**config.mk**
```make
export PLATFORM = sky130hd
export DESIGN_NAME = pll_clk_div
export DESIGN_NICKNAME = d
export VERILOG_FILES = /design/src/rtl/pll_clk_div_pkg.sv /design/src/rtl/pll_lock_det.sv /design/src/rtl/pll_clk_div.sv
export SDC_FILE = /design/constraint.sdc
export NUM_CORES = 1
export LEC_CHECK = 0
export CORE_MARGIN = 2
export CORE_UTILIZATION = 50
export DETAILED_ROUTE_END_ITERATION = 8
export DONT_BUFFER_PORTS = 1
export GPL_TIMING_DRIVEN = 0
export SYNTH_ARGS = -nofsm -noshare
export SYNTH_HDL_FRONTEND = slang
export SYNTH_SLANG_ARGS = --single-unit
export TNS_END_PERCENT = 30
```
**constraint.sdc**
```tcl
create_clock -name clk -period 12.6 [get_ports clk]
set_input_delay 1.26 -clock clk [delete_from_list [all_inputs] [get_ports clk]]
set_output_delay 1.26 -clock clk [all_outputs]
set_load 0.005 [all_outputs]
```
**src/rtl/pll_clk_div_pkg.sv**
```systemverilog
// Shared constants and types for the programmable LED-rate clock divider.
package pll_clk_div_pkg;

   localparam int CNT_W_DEF       = 26;
   localparam int DIV_DEFAULT_DEF = 25_000_000;
   localparam int LOCK_CYCLES_DEF = 4;

   typedef logic [CNT_W_DEF-1:0] hp_t;

   // Width of a counter that must be able to hold the value n.
   function automatic int cnt_w_for(input int n);
      return (n < 2) ? 1 : $clog2(n + 1);
   endfunction

endpackage

```
**src/rtl/pll_lock_det.sv**
```systemverilog
// Lock qualifier: counts divided-clock rising edges since reset or since the
// last change of the latched half-period. Only built with PLL_CLK_DIV_LOCK_EN.
module pll_lock_det
   import pll_clk_div_pkg::*;
#(
   parameter int LOCK_CYCLES = LOCK_CYCLES_DEF
)(
   input  logic clk,
   input  logic clr_n,
   input  logic en,
   input  logic tick,
   input  logic h_chg,
   output logic locked
);

   localparam int LW = cnt_w_for(LOCK_CYCLES);

   logic [LW-1:0] r_cnt;
   logic          r_locked;

   // A half-period change restarts qualification; the counter saturates once locked.
   always_ff @(posedge clk) begin
      if (!clr_n) begin
         r_cnt    <= {LW{1'b0}};
         r_locked <= 1'b0;
      end else if (en && h_chg) begin
         r_cnt    <= {LW{1'b0}};
         r_locked <= 1'b0;
      end else if (en && tick && !r_locked) begin
         r_cnt    <= r_cnt + LW'(1);
         r_locked <= (r_cnt == LW'(LOCK_CYCLES - 1));
      end else begin
         r_cnt    <= r_cnt;
         r_locked <= r_locked;
      end
   end

   assign locked = r_locked;

endmodule

```
**src/rtl/pll_clk_div.sv**
```systemverilog
// Programmable 50%-duty clock divider with rise strobe and lock indicator.
// Optional lock qualification is enabled by defining PLL_CLK_DIV_LOCK_EN.
module pll_clk_div
   import pll_clk_div_pkg::*;
#(
   parameter int CNT_W       = CNT_W_DEF,
   parameter int DIV_DEFAULT = DIV_DEFAULT_DEF,
   parameter int LOCK_CYCLES = LOCK_CYCLES_DEF
)(
   input  logic             clk,
   input  logic             clr_n,
   input  logic             en,
   input  logic [CNT_W-1:0] half_period,
   output logic             clk_out,
   output logic             tick,
   output logic             locked
);

   logic [CNT_W-1:0] r_cnt;
   logic [CNT_W-1:0] r_h_q;
   logic [CNT_W-1:0] w_h_eff;
   logic             r_clk_out;
   logic             r_tick;
   logic             w_tc;
   logic             w_rise;

   assign w_h_eff = (half_period == {CNT_W{1'b0}}) ? CNT_W'(DIV_DEFAULT) : half_period;
   assign w_tc    = (r_cnt == (r_h_q - CNT_W'(1)));
   assign w_rise  = en & w_tc & ~r_clk_out;

   // h_q is only reloaded at a terminal count so a phase never changes length midway.
   always_ff @(posedge clk) begin
      if (!clr_n) begin
         r_cnt     <= {CNT_W{1'b0}};
         r_clk_out <= 1'b0;
         r_tick    <= 1'b0;
         r_h_q     <= w_h_eff;
      end else if (en && w_tc) begin
         r_cnt     <= {CNT_W{1'b0}};
         r_clk_out <= ~r_clk_out;
         r_tick    <= w_rise;
         r_h_q     <= w_h_eff;
      end else if (en) begin
         r_cnt     <= r_cnt + CNT_W'(1);
         r_clk_out <= r_clk_out;
         r_tick    <= 1'b0;
         r_h_q     <= r_h_q;
      end else begin
         r_cnt     <= r_cnt;
         r_clk_out <= r_clk_out;
         r_tick    <= 1'b0;
         r_h_q     <= r_h_q;
      end
   end

   assign clk_out = r_clk_out;
   assign tick    = r_tick;

`ifdef PLL_CLK_DIV_LOCK_EN
   logic w_h_chg;

   assign w_h_chg = en & w_tc & (w_h_eff != r_h_q);

   pll_lock_det #(
      .LOCK_CYCLES (LOCK_CYCLES)
   ) u_lock_det (
      .clk    (clk),
      .clr_n  (clr_n),
      .en     (en),
      .tick   (w_rise),
      .h_chg  (w_h_chg),
      .locked (locked)
   );
`else
   logic r_locked;

   // Without qualification the output is declared stable as soon as reset releases.
   always_ff @(posedge clk) begin
      if (!clr_n) begin
         r_locked <= 1'b0;
      end else begin
         r_locked <= 1'b1;
      end
   end

   assign locked = r_locked;
`endif

endmodule

```
==> qor.yml <==
setup_path:
  critPathArrivalTime_ps: 3490
  required_ps: 12620
  crit_path_start_kind: "flop"
  cp_max_fo: 15
  critPathKind: "flop to flop"
  worstSetupEndpointType: "flop"
cts:
  cts_resized: 0
  cts.root.buffer_cell: "clkbuf_8"
  ctsHoldBuffers: 0
  clkLatencyLatePin_ps: 310
  cts.sinks: 55
  cts_tree: "yes"
  clk_pin_slew_ps: 110
  cts_max_level: 2
  cts.path.max_buffers: 2
  cts_made_buffers: 5
  post_cts_buffers: 0
die:
  dieHeight_um: 87.2
  fp.dieW_um: 87.2
  start_util_pct: 51.2
  coreArea_mm2: 0.00676
  ios: 32
  die_area_mm2: 0.00760
  fp-row-count: 30
logic_synthesis:
  postSynth.asyncResetShare_pct: 0
  synth-main-ff-cell: "dfxtp_1"
  yosysUniqueCellTypes: 59
  synth_top_area_cell: "edfxtp_1"
  yosys.area.top_type_share_pct: 22.6
  yosysWarnings: 0
  synth-edff-count: 26
  synth-seq-area-share_pct: 39.3
  syn_area_mm2: 0.00346
  synthCells: 341
  ys_seq_elements: 55
  avgSynthCellArea_um2: 10.1
  synth_area_leaders: "edfxtp_1, dfxtp_1, nor3b_2, xor2_1, xnor2_1"
  synth.net_count: 372
finish:
  fillers: 616
  multi_input_area_mm2: 0.00194
  syn_to_final_growth_pct: 6.69
  nets: 380
  postLayoutCellArea_mm2: 0.00369
  antenna_cells: 0
  layout_common_cells: "dfxtp_1, xor2_1, xnor2_1, edfxtp_1, nor3b_2"
  fin_util_pct: 54.6
  seq_area_mm2: 0.00136
  layout_commonest_cell: "dfxtp_1"
  drive_above_1_share_pct: 18.0
place:
  place_area_mm2: 0.00358
  dpl.hpwl_um: 5290
  io_buffers: 0
  gp_congestion: 0.820
routing:
  antenna_left: 0
  m1WireLength_um: 3410
  drtIter0Drc: 97
  drc_errors: 0
  dr.max_layer_used: "met4"
  vias: 2441
  wl_per_cell_um: 15.6
  routed-wl-met2_um: 2960
  met3_length_um: 287
  drt_pre_antenna_iters: 4
  drt_wl_total_um: 6710
  viasPerCell: 5.68
sta:
  max_freq_ghz: 0.288
  timing.setup.tns_ps: 0
  setup_violations: 0
  period_share_pct: 27.5
  rsz0062_at_grt: "false"
  slew_headroom_pct: 56.0
  worst_slew_pin_slew_ps: 659
  hold_violations: 0
  post-route-min-period_ps: 3470
  slew_viol_final: 0
  clock_skew_ps: 11.3
power_and_ir_drop:
  p_leak_uw: 0.00119
  powerDensity_mw_per_mm2: 96.8
  power_uw: 357
  vdd_drop_max_mv: 0.0530
grt:
  grt_pass1_vias: 2331
  grt.total_usage_pct: 19.3
  grt_pass1_wl_um: 11400
  antenna_found_initial: 0
  overflow: 0
  grt_max_degree: 17
run:
  maxCapViolations: 0
outcome:
  outcome: "complete, no violations"
min_path:
  hp-class: "flop to flop"
## stage by stage
step	hold slack (ps)	setup WS [ps]	instances
global route	547	8800	430
CTS	505	9110	430
finish	496	9130	430
detailed placement	489	9150	422
global placement	474	7210	421
floorplan	459	8240	341
## power by group
| group | switching [µW] | internal, µW |
|---|---|---|
| clock | 58.1 | 56.5 |
| sequential | 11.3 | 196 |
| combinational | 17.5 | 18.3 |
| total | 86.8 | 270 |
## flip-flops by register name, summed over array words and instances, names as in the netlist
| name | flops |
|---|---|
| clk_out | 1 |
| locked | 1 |
| r_cnt | 26 |
| r_h_q | 26 |
| tick | 1 |
## synthesized netlist by cell type (2+ instances only)
master,n
dfxtp_1,29
xor2_1,27
edfxtp_1,26
xnor2_1,26
nor3b_2,21
clkbuf_1,19
nand2_1,19
nor2_1,16
nand3_1,14
nor4_1,14
or2_2,13
nor3_1,12
nand4_1,9
inv_1,7
mux2i_1,7
nand2b_1,7
nor3b_1,7
and3_1,6
a21oi_1,5
and2_1,4
o21ai_0,4
and4_1,3
a31oi_1,2
buf_12,2
clkbuf_2,2
ha_1,2
nand4b_1,2
nor2b_1,2
nor4_4,2
o211a_1,2
o22ai_1,2
## routing by layer
metal  vias up  track usage, %
li1       1244               -
met1      1141            28.6
met2        51            29.7
met3         5            3.41
met4         0            3.78
met5         -               0
## logic make-up (layout without fill, tap and decap cells)
kind of cell,after synthesis,in the layout,share of synthesized area [%]
and+or+nand+nor,164,164,33.2
DFF,55,55,39.3
xor gates and xnor gates,53,53,13.4
buffers and inverters,32,41,4.81
AOI/OAI and AO/OA,28,28,6.51
muxes,7,7,2.02
adders and majority gates,2,2,0.723
## worst max-delay path, stage by stage, from the launching register on
cell      delay (ps)
edfxtp_1         510
nor4_1           550
nand3_2          260
nor4b_1          440
nor3_2            90
nor4_1           280
nand4_1          210
o21ai_2          590
buf_8            240
## final cells by class
| cell class | count | area share, % |
|---|---|---|
| inverter | 7 | 0.712 |
| sequential | 55 | 36.9 |
| multi-input combinational | 254 | 52.5 |
| clock buffer | 7 | 2.91 |
| timing repair buffer | 1 | 0.407 |
| buffer | 25 | 3.80 |
| tap | 80 | 2.71 |
| clock inverter | 1 | 0.136 |
## worst paths after layout
check	from	to	slack [ps]	cells past startpoint
worst max-delay path	r_h_q[0]$_SDFFCE_PN0P_	r_h_q[15]$_SDFFCE_PN0P_	9130	8
worst min-delay path	clk_out$_SDFFE_PN0P_	clk_out$_SDFFE_PN0P_	500	2
worst max register to register	r_h_q[0]$_SDFFCE_PN0P_	r_h_q[15]$_SDFFCE_PN0P_	9130	8
worst min register to register	clk_out$_SDFFE_PN0P_	clk_out$_SDFFE_PN0P_	500	2
Power figures use the tool's default switching activity.
